[src/rtl/pc_predict_unit_pkg.sv]
// rtl/pc_predict_unit_pkg.sv - shared icode constants and width defaults for the PC predictor
// Purpose: Y86-64 instruction codes and the default address width, shared by the
//          predictor, its return-address stack, its interface and the bench.
// Ports:   none (package).
package pc_predict_unit_pkg;

  localparam int ADDR_W_DEFAULT = 64;

  typedef enum logic [3:0] {
    IHALT   = 4'h0,
    INOP    = 4'h1,
    IRRMOVQ = 4'h2,
    IIRMOVQ = 4'h3,
    IRMMOVQ = 4'h4,
    IMRMOVQ = 4'h5,
    IOPQ    = 4'h6,
    IJXX    = 4'h7,
    ICALL   = 4'h8,
    IRET    = 4'h9,
    IPUSHQ  = 4'hA,
    IPOPQ   = 4'hB
  } icode_e;

endpackage

[src/rtl/pc_predict_unit_if.sv]
// rtl/pc_predict_unit_if.sv - fetch/correction bus between pipeline control and the PC predictor
// Purpose: bundles the fetch-side inputs, M/W correction inputs and the predictor outputs.
// Ports:   slave  - the predictor: takes stall/icode/valC/valP/corrections, drives pc/pred_pc/ras_hit/halted.
//          master - pipeline side: the mirror image.
interface pc_predict_unit_if #(
  parameter int ADDR_W = 64
);
  logic              stall_i;
  logic [3:0]        icode_i;
  logic [ADDR_W-1:0] valC_i;
  logic [ADDR_W-1:0] valP_i;
  logic              m_mispred_i;
  logic [ADDR_W-1:0] m_valA_i;
  logic              w_ret_i;
  logic [ADDR_W-1:0] w_valM_i;
  logic [ADDR_W-1:0] pc_o;
  logic [ADDR_W-1:0] pred_pc_o;
  logic              ras_hit_o;
  logic              halted_o;

  modport slave (
    input  stall_i, icode_i, valC_i, valP_i, m_mispred_i, m_valA_i, w_ret_i, w_valM_i,
    output pc_o, pred_pc_o, ras_hit_o, halted_o
  );

  modport master (
    output stall_i, icode_i, valC_i, valP_i, m_mispred_i, m_valA_i, w_ret_i, w_valM_i,
    input  pc_o, pred_pc_o, ras_hit_o, halted_o
  );
endinterface

[src/rtl/pc_predict_unit_ras_stack.sv]
// rtl/pc_predict_unit_ras_stack.sv - circular return-address stack
// Purpose: predicts ret targets. Push on call, pop on ret; overflow overwrites the
//          oldest entry, pop on empty is ignored.
// Ports:   clk_i, rst_i (sync active-high) | push, push_data | pop |
//          top_data (entry at top pointer), not_empty (count > 0).
module ras_stack #(
  parameter int ADDR_W    = 64,
  parameter int RAS_DEPTH = 8
) (
  input  logic              clk_i,
  input  logic              rst_i,
  input  logic              push,
  input  logic [ADDR_W-1:0] push_data,
  input  logic              pop,
  output logic [ADDR_W-1:0] top_data,
  output logic              not_empty
);
  localparam int PTR_W = $clog2(RAS_DEPTH);
  localparam int CNT_W = PTR_W + 1;

  logic [ADDR_W-1:0] mem [RAS_DEPTH];
  logic [PTR_W-1:0]  top_q;
  logic [CNT_W-1:0]  count_q;
  logic [PTR_W-1:0]  wr_ptr;

  // top_q addresses the most recent entry, so a push writes one slot above it.
  // Pointer arithmetic wraps naturally because RAS_DEPTH is a power of two.
  assign wr_ptr    = top_q + 1'b1;
  assign top_data  = mem[top_q];
  assign not_empty = (count_q != '0);

  always_ff @(posedge clk_i) begin
    if (rst_i) begin
      top_q   <= '0;
      count_q <= '0;
    end else if (push) begin
      top_q <= wr_ptr;
      if (count_q != CNT_W'(RAS_DEPTH)) count_q <= count_q + 1'b1;
    end else if (pop && not_empty) begin
      top_q   <= top_q - 1'b1;
      count_q <= count_q - 1'b1;
    end
  end

  // Entry contents carry no reset; validity is tracked by count_q alone.
  always_ff @(posedge clk_i) begin
    if (!rst_i && push) mem[wr_ptr] <= push_data;
  end
endmodule

[src/rtl/pc_predict_unit.sv]
// rtl/pc_predict_unit.sv - fetch PC select, next-PC prediction and halt tracking
// Purpose: holds the predicted-PC register, picks the fetch PC (M mispredict, then
//          W ret, then prediction) and predicts the next PC using a RAS for rets.
// Ports:   clk_i, rst_i (sync active-high) | bus (pc_predict_unit_if.slave):
//          stall/icode/valC/valP/m_mispred/m_valA/w_ret/w_valM in,
//          pc_o/pred_pc_o/ras_hit_o/halted_o out.
module pc_predict_unit
  import pc_predict_unit_pkg::*;
#(
  parameter int              ADDR_W    = ADDR_W_DEFAULT,
  parameter int              RAS_DEPTH = 8,
  parameter logic [ADDR_W-1:0] RESET_PC  = '0
) (
  input  logic               clk_i,
  input  logic               rst_i,
  pc_predict_unit_if.slave   bus
);
  logic [ADDR_W-1:0] pred_pc_q;
  logic              halted_q;
  logic [ADDR_W-1:0] pc_sel;
  logic [ADDR_W-1:0] pred_next;
  logic              ras_hit;
  logic              correct;
  logic              update;
  logic              ras_push;
  logic              ras_pop;
  logic [ADDR_W-1:0] ras_top;
  logic              ras_valid;

  // A correction must land even under stall, but a halt freezes everything until reset.
  assign correct = bus.m_mispred_i | bus.w_ret_i;
  assign update  = !halted_q && (!bus.stall_i || correct);

  // On a correction cycle the icode belongs to a squashed path, so it must not touch the RAS.
  assign ras_push = update && !correct && (bus.icode_i == ICALL);
  assign ras_pop  = update && !correct && (bus.icode_i == IRET);

  always_comb begin
    pc_sel = pred_pc_q;
    if (bus.m_mispred_i)  pc_sel = bus.m_valA_i;
    else if (bus.w_ret_i) pc_sel = bus.w_valM_i;
  end

  always_comb begin
    pred_next = bus.valP_i;
    ras_hit   = 1'b0;
    case (bus.icode_i)
      IJXX, ICALL: pred_next = bus.valC_i;
      IRET: begin
        if (ras_valid) begin
          pred_next = ras_top;
          ras_hit   = 1'b1;
        end
      end
      IHALT:   pred_next = pc_sel;
      default: pred_next = bus.valP_i;
    endcase
  end

  always_ff @(posedge clk_i) begin
    if (rst_i) begin
      pred_pc_q <= RESET_PC;
      halted_q  <= 1'b0;
    end else if (update) begin
      pred_pc_q <= pred_next;
      if (!correct && (bus.icode_i == IHALT)) halted_q <= 1'b1;
    end
  end

  ras_stack #(
    .ADDR_W   (ADDR_W),
    .RAS_DEPTH(RAS_DEPTH)
  ) u_ras (
    .clk_i    (clk_i),
    .rst_i    (rst_i),
    .push     (ras_push),
    .push_data(bus.valP_i),
    .pop      (ras_pop),
    .top_data (ras_top),
    .not_empty(ras_valid)
  );

  assign bus.pc_o      = pc_sel;
  assign bus.pred_pc_o = pred_pc_q;
  assign bus.ras_hit_o = ras_hit;
  assign bus.halted_o  = halted_q;
endmodule

[src/flat_wrapper.sv]
// flat-port wrapper written by rule: the top's interface ports become plain ports
module pc_predict_unit_flat import pc_predict_unit_pkg::*;
#(
  parameter int              ADDR_W    = ADDR_W_DEFAULT,
  parameter int              RAS_DEPTH = 8,
  parameter logic [ADDR_W-1:0] RESET_PC  = '0
)
  (clk_i, rst_i, bus_stall_i, bus_icode_i, bus_valC_i, bus_valP_i, bus_m_mispred_i, bus_m_valA_i, bus_w_ret_i, bus_w_valM_i, bus_pc_o, bus_pred_pc_o, bus_ras_hit_o, bus_halted_o);
  pc_predict_unit_if #(.ADDR_W(ADDR_W)) bus_i ();
  input  logic clk_i;
  input  logic rst_i;
  input wire logic [$bits(bus_i.stall_i)-1:0] bus_stall_i;
  input wire logic [$bits(bus_i.icode_i)-1:0] bus_icode_i;
  input wire logic [$bits(bus_i.valC_i)-1:0] bus_valC_i;
  input wire logic [$bits(bus_i.valP_i)-1:0] bus_valP_i;
  input wire logic [$bits(bus_i.m_mispred_i)-1:0] bus_m_mispred_i;
  input wire logic [$bits(bus_i.m_valA_i)-1:0] bus_m_valA_i;
  input wire logic [$bits(bus_i.w_ret_i)-1:0] bus_w_ret_i;
  input wire logic [$bits(bus_i.w_valM_i)-1:0] bus_w_valM_i;
  output wire logic [$bits(bus_i.pc_o)-1:0] bus_pc_o;
  output wire logic [$bits(bus_i.pred_pc_o)-1:0] bus_pred_pc_o;
  output wire logic [$bits(bus_i.ras_hit_o)-1:0] bus_ras_hit_o;
  output wire logic [$bits(bus_i.halted_o)-1:0] bus_halted_o;
  assign bus_i.stall_i = bus_stall_i;
  assign bus_i.icode_i = bus_icode_i;
  assign bus_i.valC_i = bus_valC_i;
  assign bus_i.valP_i = bus_valP_i;
  assign bus_i.m_mispred_i = bus_m_mispred_i;
  assign bus_i.m_valA_i = bus_m_valA_i;
  assign bus_i.w_ret_i = bus_w_ret_i;
  assign bus_i.w_valM_i = bus_w_valM_i;
  assign bus_pc_o = bus_i.pc_o;
  assign bus_pred_pc_o = bus_i.pred_pc_o;
  assign bus_ras_hit_o = bus_i.ras_hit_o;
  assign bus_halted_o = bus_i.halted_o;
  pc_predict_unit #(.ADDR_W(ADDR_W), .RAS_DEPTH(RAS_DEPTH), .RESET_PC(RESET_PC)) u_core (.clk_i(clk_i), .rst_i(rst_i), .bus(bus_i));
endmodule
[config.mk]
export PLATFORM = sky130hd
export DESIGN_NAME = pc_predict_unit_flat
export DESIGN_NICKNAME = d
export VERILOG_FILES = /design/src/rtl/pc_predict_unit_pkg.sv /design/src/rtl/pc_predict_unit_if.sv /design/src/rtl/pc_predict_unit_ras_stack.sv /design/src/rtl/pc_predict_unit.sv /design/src/flat_wrapper.sv
export SDC_FILE = /design/constraint.sdc
export NUM_CORES = 1
export LEC_CHECK = 0
export CAP_MARGIN = 20
export CORE_MARGIN = 3
export CORE_UTILIZATION = 35
export CTS_BUF_LIST = sky130_fd_sc_hd__clkbuf_8
export DETAILED_ROUTE_END_ITERATION = 6
export PLACE_DENSITY = 0.54
export SETUP_SLACK_MARGIN = 0.1
export SYNTH_ARGS = -nofsm -noshare
export SYNTH_HDL_FRONTEND = slang
export SYNTH_SLANG_ARGS = --single-unit
[constraint.sdc]
create_clock -name clk_i -period 10.2 [get_ports clk_i]
set_clock_uncertainty 0.2 [all_clocks]
set_input_delay 2.04 -clock clk_i [delete_from_list [all_inputs] [get_ports clk_i]]
set_output_delay 2.04 -clock clk_i [all_outputs]
set_load 0.01 [all_outputs]
==> Yosys cells after proc, flatten, opt, wreduce, memory -nomap -nowiden <==
Memory sizes are Yosys's and may differ from the RTL's. A register that Yosys moved wholly into a read port is not among the register bits.
Index checks and enable logic that the tools add are counted.
{ "classes": {"add_sub_neg": 4, "n_eq_ne": 5, "muxes": 15, "bitwise_logic": 1, "reduce_logical": 18} }
{ "op_table": {"columns": ["op", "n"], "rows": [
  ["2-to-1 mux 64 bit", 3],
  ["one-hot mux 64 bit (3 select lines)", 1],
  ["2-to-1 mux 3 bit", 4],
  ["2-to-1 mux 4 bit", 3],
  ["equality test 4 bit (second input constant)", 2],
  ["logical AND 1 bit", 7],
  ["adder 4 x 1 -> 4 bit (second input constant)", 1],
  ["equality test 4 x 3 -> 1 bit (second input constant)", 1],
  ["zero test 1 bit", 4],
  ["zero test 4 bit", 1],
  ["2-to-1 mux 1 bit", 4],
  ["inequality test 4 bit (second input constant)", 1],
  ["AND reduction 2 bit", 2],
  ["nonzero test 4 bit", 1],
  ["subtractor 4 x 1 -> 4 bit (second input constant)", 1],
  ["adder 3 x 1 -> 3 bit (second input constant)", 1],
  ["subtractor 3 x 1 -> 3 bit (second input constant)", 1],
  ["inequality test 2 x 1 -> 1 bit (second input constant)", 1],
  ["nonzero test 2 bit", 1],
  ["OR reduction 2 bit", 1],
  ["logical OR 1 bit", 1],
  ["OR 1 bit", 1]
]} }
{ "totals": {"regBits": 72, "ramBits": 512, "inputBits": 265, "output_inout_bits": 130, "word_cells": 48, "memories": 1} }
{ "memory_table": {"columns": ["name", "words", "word_bits", "rd", "rd_ports_with_merged_regs", "write_ports", "line", "rtl"], "rows": [
  ["u_core.u_ras.mem", 8, 64, 1, 1, 1, "pc_predict_unit_ras_stack.sv:21", "logic [ADDR_W-1:0] mem [RAS_DEPTH];"]
]} }

==> Depth between registers and ports, before layout <==
Gate-level depths: netlist (run 1).
{ "depth": {"depth_word": 10, "ltp_mapped": 9, "ltp_nobuf": 8} }

==> Modules after synthesis <==
From an unflattened synthesis (run 1), not the netlist that was laid out.
{ "hier_totals": {"hier_cells": 1621, "hier_area_um2": 26038.7} }
{ "by_module_without_submodules": {"columns": ["module", "n_inst", "cells_per_inst", "area_per_inst_um2", "seq_area_each_um2"], "rows": [
  ["ras_stack", 1, 811, 19804.0, 15574.9],
  ["pc_predict_unit", 1, 810, 6234.7, 1301.2]
]} }

==> Worst setup path after synthesis (run 1) <==
No wires, ideal clock.
{ "synth_path": {"path_kind": "input to register", "start": "input port bus_m_mispred_i", "end": "memory u_core.u_ras.mem[5][0], enable pin", "t_arrival_ps": 7514, "slack_ps": 1921, "path_stages": 5, "n_path_buf": 1, "cell_sequence": "buf_4 -> nor4_2 -> nand2_1 -> or3_1 -> nor3_1"} }
{ "synth_between": {"elab_chain_len": 8, "word_cells_on_any_way": 9, "cone_classes": "mux: 2; bitwise: 1; reduce/logical: 6"} }
{ "synth_rtl": {"columns": ["item", "line", "rtl"], "rows": [
  ["start: declaration", "flat_wrapper.sv:16", "input wire logic [$bits(bus_i.m_mispred_i)-1:0] bus_m_mispred_i;"],
  ["OR 1 bit (*)", "pc_predict_unit.sv:31", "assign correct = bus.m_mispred_i | bus.w_ret_i;"],
  ["logical OR 1 bit", "pc_predict_unit.sv:32", "assign update = !halted_q && (!bus.stall_i || correct);"],
  ["logical AND 1 bit", "pc_predict_unit.sv:32", null],
  ["logical AND 1 bit (*) (2 in series)", "pc_predict_unit.sv:35", "assign ras_push = update && !correct && (bus.icode_i == ICALL);"],
  ["logical AND 1 bit (*)", "pc_predict_unit_ras_stack.sv:47", "if (!rst_i && push) mem[wr_ptr] <= push_data;"],
  ["2-to-1 mux 1 bit (*)", "pc_predict_unit_ras_stack.sv:47", null],
  ["2-to-1 mux 1 bit (not written as such) (*)", "pc_predict_unit_ras_stack.sv:47", null],
  ["end: declaration", "pc_predict_unit_ras_stack.sv:21", null]
]} }
Mark *: on every way between the ends. The rest lies on a longest branch, timed or not.

==> Final worst setup path (run 1) <==
{ "layout_path": {"start": "input port bus_icode_i[3]", "end": "output port bus_ras_hit_o"} }
{ "layout_between": {"elab_chain_len": 2} }
{ "layout_rtl": {"columns": ["item", "line", "rtl"], "rows": [
  ["start: declaration", "flat_wrapper.sv:13", "input wire logic [$bits(bus_i.icode_i)-1:0] bus_icode_i;"],
  ["equality test 4 bit", "pc_predict_unit.sv:47", "case (bus.icode_i)"],
  ["2-to-1 mux 1 bit", "pc_predict_unit.sv:47", null],
  ["end: declaration", "flat_wrapper.sv:22", "output wire logic [$bits(bus_i.ras_hit_o)-1:0] bus_ras_hit_o;"]
]} }
No other way between the ends.

==> metrics.txt, run 1 <==
outcome=complete, no violations; fraction of registers with async set/reset=0%; GR Layer Usage met2=33.3%; PortBufs=394; CTS H-tree lvls=3; Final ANT Viol Nets=0; Critical path buffers and inverters=3; initial DRC count=1,211; WP data arrival=4.48 ns; Lkg Pwr=10.6 nW; power density cells=152 nW/um^2; post-route design area=33,200 sq um; post-synthesis cell count=1,799; part of the cycle the worst path needs=65.9%; largest stage delay on the critical path=0.69 ns; cell repeated most along the worst path=clkdlybuf4s50_1; GRT overflow=0; layout cells sized above 1=16.6%; hold_buf cts=0; mux share of post-synthesis cell area=14.0%; Multi-input gate area=9120 sq um; main combinational cell family by area after synthesis=multiplexers; M1 GR Usage=25.4%; Synth area leaders=edfxtp_1 (58%), mux4_2 (11%), dfxtp_1 (5.6%); sequential share of power=52.7%; IO Count=395; first-pass GRT wire length=116,000 um; antenna violations before repair=1; Synth cell types=50; register area share after synthesis=63.4%; sw frac=23.5%; cts repair resizes=0; CTS sink cnt=587; Hold Vio Cnt, Final=0; Final Power=5.05 mW; simple-gate share of the synthesized area=7.26%; vias in the first global route=18,600; dpl cell area=31,400 sq um; clock network power share=37.3%; EDFF count, synth=512; fin crit period=6.72 ns; TritonCTS clock tree=built; commonest cells in the netlist=edfxtp_1 (512), nand2_1 (151), mux4_2 (128); syn avg cell area=14.8 sq um; xor-xnor portion of the synthesized cell area=0.230%; Int Power=3.86 mW; Top FF cell, synth=edfxtp_1; crit-path cells=clkdlybuf4s50_1 > nor2b_2 > nand3_1 > nor2_4 > buf_4 > clkdlybuf4s50_1; top-count cell post-synth=edfxtp_1; Skew-Pair Late Insertion Delay=0.66 ns; cell family contributing the most delay on the critical path=buffers and inverters; Peak VDD IR=71.0 uV; RD Place Congestion=0.788; CTS Buf Count=97; synth warn=0; clock slew at reported path FFs=0.06 ns; GR Util All Layers=19.5%; top-area cell type share of the netlist area=57.7%; setup violators final=0; CTS Root Cell=clkbuf_8; Core Area=74,900 sq um; Post-Syn Area=26,600 sq um; first-pass detailed-route iteration total=5; initial core utilization=35.5%; Layout fillers=6,705; Synth Area in Adders=0.188%; Synth area leader=edfxtp_1; pin count of the biggest net entering global routing=75; Worst-Margin Slew=1.07 ns; Max Fclk=149 MHz; # Post-CTS Setup Buffers=0; max-cap viol count=0; DP HPWL=48,200 um; Fin Setup TNS=0 ns; Post-Syn Nets=2,068; die height=282 um; Compound-Gate Fraction of Synth Area=12.2%; Max Buffers Root-to-Sink=3; worst endpoint required time=7.96 ns; switching pwr=1.19 mW; relative slew slack=28.8%; Vias per Instance=5.58; DRC=0; drt total wl=79,500 um; busiest grt layer=met2; Seq cells post-synth=587; worst min path class=reg -> reg; slowest CP cell=clkdlybuf4s50_1; endpoint type of the worst setup path=primary output; Vias=18,000; total area of sequential cells=16,900 sq um; routed length per instance=24.7 um; Comb pwr share=10.0%; die area=79,400 sq um; worst-path fanout max=41; element type at the critical path start=primary input; final slew viol count=0; RSZ-0062 raised after global routing=no; fin nets=2,440; std cell rows=100; met3 usage=3.79%; Chip Width=282 um; Crit Path Class=in -> out; area delta synth->final=24.7%
==> power groups by stage <==
stage	sequential (mW)	clock, mW	combinational [mW]
2_1_floorplan	2.71	0	0.198
3_3_place_gp	2.71	0	0.492
3_5_place_dp	2.71	0	0.502
4_1_cts	2.66	1.94	0.505
5_1_grt	2.66	2.05	0.540
6_report	2.66	1.88	0.503
==> stage by stage <==
stage	utilization, %	hold slack [ns]	setup WS (ns)	cells
floorplan	-	0.257	1.92	1799
global placement	41.9	0.283	3.50	3040
global route	44.3	0.344	3.33	3219
finish	44.3	0.308	3.48	3220
CTS	44.3	0.306	3.43	3219
detailed placement	41.9	0.299	3.42	3041
==> placed cells by master (no fill, tap or decap), types with 12 or more instances in the layout <==
master / Yosys / layout
edfxtp_1: 512 / 512
clkdlybuf4s50_1: 0 / 388
nand2_1: 151 / 151
mux4_2: 128 / 128
clkbuf_8: 0 / 106
nor2b_1: 73 / 72
dfxtp_1: 75 / 72
nor2_1: 68 / 60
o21ai_0: 54 / 54
a21oi_1: 54 / 53
a211oi_1: 48 / 48
inv_1: 3 / 48
o2bb2ai_1: 40 / 40
a22oi_1: 40 / 40
mux2_2: 40 / 40
o21bai_1: 40 / 40
a31oi_1: 40 / 40
mux2i_1: 40 / 40
buf_4: 6 / 39
a221oi_1: 36 / 36
nand3_1: 29 / 29
and3_1: 24 / 24
nor3_2: 20 / 24
a2111oi_0: 24 / 24
o221ai_1: 24 / 24
o32ai_1: 24 / 24
clkinv_1: 0 / 16
o21ai_1: 12 / 12
==> cell type report <==
type                            instances  area share (%)
Multi-Input combinational cell       1053            27.5
Inverter                                3          0.0414
Timing Repair Buffer                  429            12.7
Tap cell                              969            3.65
Sequential cell                       587            50.8
Antenna cell                            1         0.00753
Clock inverter                         72           0.953
Clock buffer                          106            4.39
==> sequential cells by signal, summed over array words and instances (netlist names), named ones only <==
signal	cells
u_core.u_ras.count_q	4
u_core.u_ras.top_q	3
u_core.bus.halted_o	1
u_core.u_ras.mem	512
u_core.bus.pred_pc_o	64
==> kinds of logic (layout without fill, tap and decap cells) <==
logic type               count (synthesis)  in the layout
buffers and inverters                  159            610
multiplexers                           208            208
flip-flops                             587            587
AO/OA/AOI/OAI                          448            448
AND/OR/NAND/NOR                        386            386
XOR/XNOR                                 7              7
adder cells (fa/ha/maj)                  4              4
other                                    0              1
==> per-layer routing <==
| layer | up-vias | share of wire (%) |
|---|---|---|
| met5 | - | 0 |
| met4 | 0 | 1.7 |
| met3 | 95 | 6.4 |
| met2 | 724 | 49 |
| met1 | 9114 | 43 |
| li1 | 8023 | - |
==> worst reg2reg max path, stage by stage (launching register included) <==
cell     delay (ns)
dfxtp_4        0.77
buf_4          0.84
buf_4          0.77
mux4_2         0.63
mux2_2         0.28
nand2_1        0.10
a31oi_1        0.11
==> worst paths after layout <==
path,start,endpoint,slack (ns),depth (start not counted)
hold reg to reg,u_core.u_ras.count_q[2],u_core.u_ras.count_q[2],0.31,2
setup / recovery,bus_icode_i[3],bus_ras_hit_o,3.48,6
hold / removal,u_core.u_ras.count_q[2],u_core.u_ras.count_q[2],0.31,2
setup reg to reg,flop,u_core.bus.pred_pc_o[11],6.38,6
Power figures use the tool's default switching activity.
==> run 2: changes to the inputs <==
==> constraint.sdc (replaced) <==
create_clock -name clk_i -period 6.9 [get_ports clk_i]
set_clock_uncertainty 0.2 [all_clocks]
set_input_delay 1.38 -clock clk_i [delete_from_list [all_inputs] [get_ports clk_i]]
set_output_delay 1.38 -clock clk_i [all_outputs]
set_load 0.01 [all_outputs]
==> run 2 against run 1 <==
Via count rose by 1.5%. Cell area rose by 0.29%. Utilization rose by 0.13 points. Highest routed layer is now met5.
==> metrics.txt, run 2 (synthesis gave the netlist of run 1 again) <==
RR Endpoint=u_core.u_ras.mem[0][25]; DP HPWL=48,800 um; Fin Setup TNS=0 ns; Setup crit end=bus_ras_hit_o; max-cap viol count=0; drt total wl=81,600 um; most frequent cells in the layout=edfxtp_1 (512), clkdlybuf4s50_1 (388), nand2_1 (151); flip-flop count of the largest register after layout=512; worst-path fanout max=27; worst endpoint required time=5.32 ns; GR Util All Layers=20.3%; fin crit period=5.32 ns; CTS sink cnt=587; cts repair resizes=0; first-pass detailed-route iteration total=5; Worst Setup SP=bus_icode_i[3]; Max Fclk=188 MHz; post-route design area=33,300 sq um; Setup WS post-layout=1.58 ns; setup violators final=0; power density cells=224 nW/um^2; die area=79,400 sq um; Vias=18,200; WP data arrival=3.74 ns; IO Count=395; clock slew at reported path FFs=0.06 ns; element type at the critical path start=primary input; PortBufs=394; largest stage delay on the critical path=0.62 ns; crit-path cells=clkdlybuf4s50_1 > nor2b_2 > buf_4 > nand3_1 > nor2_4 > clkdlybuf4s50_1; fin nets=2,447; Lkg Pwr=10.6 nW; hold_buf cts=0; final slew viol count=0; die height=282 um; relative slew slack=27.1%; part of the cycle the worst path needs=77.1%; std cell rows=100; GRT overflow=0; clock network power share=37.3%; Comb pwr share=10.1%; Skew-Pair Late Insertion Delay=0.67 ns; endpoint type of the worst setup path=primary output; # Post-CTS Setup Buffers=0; initial DRC count=1,194; vias in the first global route=18,900; Worst-Margin Slew=1.09 ns; initial core utilization=35.5%; switching pwr=1.77 mW; area delta synth->final=25.1%; most common cell after layout, fill and taps aside=edfxtp_1; worst min path class=reg -> reg; cell repeated most along the worst path=clkdlybuf4s50_1; layout cells sized above 1=17.1%; sw frac=23.6%; Max Buffers Root-to-Sink=3; CTS H-tree lvls=3; Core Area=74,900 sq um; pin count of the biggest net entering global routing=97; R2R depth=5; first-pass GRT wire length=121,000 um; CTS Buf Count=95; Peak VDD IR=108 uV; R2R Setup Slk=3.54 ns; Reg with most FFs=u_core.u_ras.mem; DRC=0; CTS Root Cell=clkbuf_8; Vias per Instance=5.65; routed length per instance=25.3 um; TritonCTS clock tree=built; worst reg2reg startpoint=u_core.bus.halted_o; Chip Width=282 um; dpl cell area=31,500 sq um; dpl ws=1.58 ns; sequential share of power=52.6%; outcome=complete, no violations; RSZ-0062 raised after global routing=no; Crit Path Class=in -> out; Int Power=5.71 mW; Hold Vio Cnt, Final=0; Final ANT Viol Nets=0; antenna violations before repair=5; slowest CP cell=clkdlybuf4s50_1; RD Place Congestion=0.767
[run 2: cell types whose count changed in the layout (fill, tap and decap cells not counted), moves of 2 or more]
cell | before | now
nor3_2 | 24 | 22
clkinv_1 | 16 | 12
clkbuf_8 | 106 | 110
inv_1 | 48 | 46
buf_4 | 39 | 46
nor3_4 | 0 | 2
[run 2: layout make-up]
class                   count  area [sq um]
fillers                  6685         41600
flip-flops and latches    587         16900
multi-input cells        1053          9130
repair buffers            438          4290
clock buffers             110          1510
well taps                 969          1210
clock inverters            64           259
inverters                   3          13.8
diodes                      1          2.50
[run 2: per-stage QoR]
stage                     util, %  total power, mW  hold slack [ns]  std cells
after floorplan                 -             4.30            0.257       1799
after global placement       42.1             4.74            0.272       3049
after detailed placement     42.1             4.76            0.298       3049
after CTS                    44.4             7.57            0.306       3223
after global routing         44.4             7.79            0.339       3224
final                        44.4             7.48            0.312       3225
[run 2: metal layers]
layer / vias to the layer above / share of wire (%) / GRT usage (%)
li1: 8052 / - / -
met1: 9350 / 43 / 27.6
met2: 734 / 48 / 33.4
met3: 87 / 7.2 / 4.42
met4: 4 / 1.6 / 4.89
met5: - / 0.033 / 0
[run 2: power groups by stage]
| stage | sequential (mW) | clock (mW) | combinational, mW |
|---|---|---|---|
| 2_1_floorplan | 4.01 | 0 | 0.293 |
| 6_report | 3.93 | 2.79 | 0.755 |
| 5_1_grt | 3.94 | 3.05 | 0.814 |
| 4_1_cts | 3.93 | 2.88 | 0.755 |
| 3_5_place_dp | 4.01 | 0 | 0.752 |
| 3_3_place_gp | 4.01 | 0 | 0.736 |
[run 2: worst min-delay path by stage]
stage | from | endpoint | slack, ns | cells past startpoint
floorplan | u_core.u_ras.count_q[2] | u_core.u_ras.count_q[2] | 0.26 | 2
global placement | u_core.u_ras.count_q[2] | u_core.u_ras.count_q[2] | 0.27 | 2
detailed placement | u_core.u_ras.count_q[2] | u_core.u_ras.count_q[2] | 0.30 | 2
CTS | u_core.u_ras.count_q[2] | u_core.u_ras.count_q[2] | 0.31 | 2
global route | u_core.u_ras.count_q[2] | u_core.u_ras.count_q[2] | 0.34 | 2
finish | u_core.u_ras.count_q[2] | u_core.u_ras.count_q[2] | 0.31 | 2
[run 2: worst max-delay path: cells and delay by family]
kind	cells	cell delay, ns
buffers and inverters	3	1.59
and+or+nand+nor	3	0.77
==> run 3: changes to the inputs <==
==> constraint.sdc (replaced) <==
create_clock -name clk_i -period 5.5 [get_ports clk_i]
set_clock_uncertainty 0.2 [all_clocks]
set_input_delay 1.1 -clock clk_i [delete_from_list [all_inputs] [get_ports clk_i]]
set_output_delay 1.1 -clock clk_i [all_outputs]
set_load 0.01 [all_outputs]
==> run 3 against run 2 <==
Utilization rose by 0.42 points. Power rose by 29%. Largest power group unchanged. Combinational power rose by 25%. Count of clock-buffer cells in the layout rose by 6. Clock power rose by 36%. Cell count rose by 0.74%. Cell area rose by 0.94%. Sequential cell count did not move. Die area did not move. Hold slack got worse by 0.015 ns. Sequential power rose by 25%.
==> metrics.txt, run 3 (synthesis gave the netlist of run 1 again) <==
Reg with most FFs=u_core.u_ras.mem; CTS sink cnt=587; largest stage delay on the critical path=0.66 ns; initial DRC count=1,268; most frequent cells in the layout=edfxtp_1 (512), clkdlybuf4s50_1 (388), nand2_1 (151); Max Fclk=223 MHz; cts repair resizes=0; Crit Path Class=in -> out; endpoint type of the worst setup path=primary output; outcome=complete, no violations; DP HPWL=49,200 um; RD Place Congestion=0.766; Final Non-Filler Cells=3,249; RSZ-0062 raised after global routing=no; fin crit period=4.48 ns; post-route design area=33,600 sq um; sw frac=23.4%; antenna violations before repair=3; pin count of the biggest net entering global routing=71; Skew-Pair Late Insertion Delay=0.66 ns; cell count after placement=3,062; Chip Width=282 um; Final ANT Viol Nets=0; Comb pwr share=9.7%; std cell rows=100; Core Area=74,900 sq um; Layout fillers=6,689; GR Util All Layers=19.8%; element type at the critical path start=primary input; layout cells sized above 1=18.3%; CTS H-tree lvls=3; area delta synth->final=26.3%; Int Power=7.42 mW; die area=79,400 sq um; first-pass detailed-route iteration total=6; WP data arrival=3.18 ns; Peak VDD IR=154 uV; TritonCTS clock tree=built; Final Power=9.68 mW; Vias per Instance=5.61; CTS Root Cell=clkbuf_8; most common cell after layout, fill and taps aside=edfxtp_1; drt total wl=80,400 um; flip-flop count of the largest register after layout=512; first-pass GRT wire length=118,000 um; switching pwr=2.26 mW; slowest CP cell=buf_4; routed length per instance=24.7 um; power density cells=288 nW/um^2; Hold Vio Cnt, Final=0; fin nets=2,463; final slew viol count=0; GRT overflow=0; Vias=18,200; worst endpoint required time=4.20 ns; hold_buf cts=0; IO Count=395; worst-path fanout max=41; # Post-CTS Setup Buffers=0; dpl cell area=31,600 sq um; die height=282 um; initial core utilization=35.5%; sequential share of power=51.0%; crit-path cells=buf_4 > buf_4 > mux2i_1 > o21ai_0 > clkdlybuf4s50_1; CTS Buf Count=98; part of the cycle the worst path needs=81.5%; PortBufs=394; vias in the first global route=18,800; worst min path class=reg -> reg; Util after Layout=44.9%; setup violators final=0; DRC=0; Lkg Pwr=10.8 nW; clock slew at reported path FFs=0.06 ns; relative slew slack=21.6%; Worst-Margin Slew=1.18 ns; Max Buffers Root-to-Sink=3; cell repeated most along the worst path=buf_4; max-cap viol count=0; clock network power share=39.3%
-- run 3: cell types whose count changed in the layout (fill, tap and decap cells not counted), moves of 2 or more --
cell	previous run	this run
buf_4	46	59
inv_1	46	37
clkinv_2	5	13
clkbuf_8	110	116
bufinv_16	0	3
diode_2	1	3
inv_8	0	2
-- run 3: area by class of cell --
cell class              count  area [sq um]  area share [%]
flip-flops and latches    587         16900            50.2
multi-input cells        1053          9130            27.2
repair buffers            451          4400            13.1
clock buffers             116          1600            4.75
well taps                 969          1210            3.61
clock inverters            67           373            1.11
inverters                   3          13.8          0.0409
diodes                      3          7.51          0.0223
-- run 3: path summary, 6_finish.rpt --
kind | startpoint | to | slack (ns) | depth (start not counted)
setup / recovery | bus_w_ret_i | bus_pc_o[50] | 1.02 | 5
hold / removal | u_core.u_ras.count_q[2] | u_core.u_ras.count_q[2] | 0.30 | 2
setup reg to reg | u_core.bus.halted_o | u_core.u_ras.mem[0][58] | 2.37 | 5
hold reg to reg | u_core.u_ras.count_q[2] | u_core.u_ras.count_q[2] | 0.30 | 2
-- run 3: layer usage --
| metal | track usage, % | part of all wire [%] | up-vias |
|---|---|---|---|
| met5 | 0 | 0 | - |
| met4 | 5.64 | 1.6 | 0 |
| met3 | 3.68 | 6.6 | 96 |
| met2 | 33.7 | 49 | 731 |
| met1 | 26.0 | 43 | 9293 |
| li1 | - | - | 8104 |
-- run 3: metrics by stage --
stage | hold slack, ns | setup slack [ns] | TNS (ns)
after detailed placement | 0.287 | 1.01 | 0
after global placement | 0.279 | 1.06 | 0
after CTS | 0.296 | 0.995 | 0
after floorplan | 0.257 | -1.84 | -240.73
after global routing | 0.340 | 0.851 | 0
final | 0.297 | 1.02 | 0
-- run 3: power groups by stage --
| stage | clock network [mW] | registers, mW | logic, mW |
|---|---|---|---|
| 6_report | 3.80 | 4.93 | 0.941 |
| 2_1_floorplan | 0 | 5.03 | 0.367 |
| 4_1_cts | 3.92 | 4.93 | 0.945 |
| 3_3_place_gp | 0 | 5.03 | 0.919 |
| 5_1_grt | 4.13 | 4.94 | 1.01 |
| 3_5_place_dp | 0 | 5.03 | 0.940 |
-- run 3: worst max-delay path, delay by kind of cell --
kind / cells / cell delay [ns]
buffers and inverters: 3 / 1.65
muxes: 1 / 0.10
AOI/OAI and AO/OA: 1 / 0.28
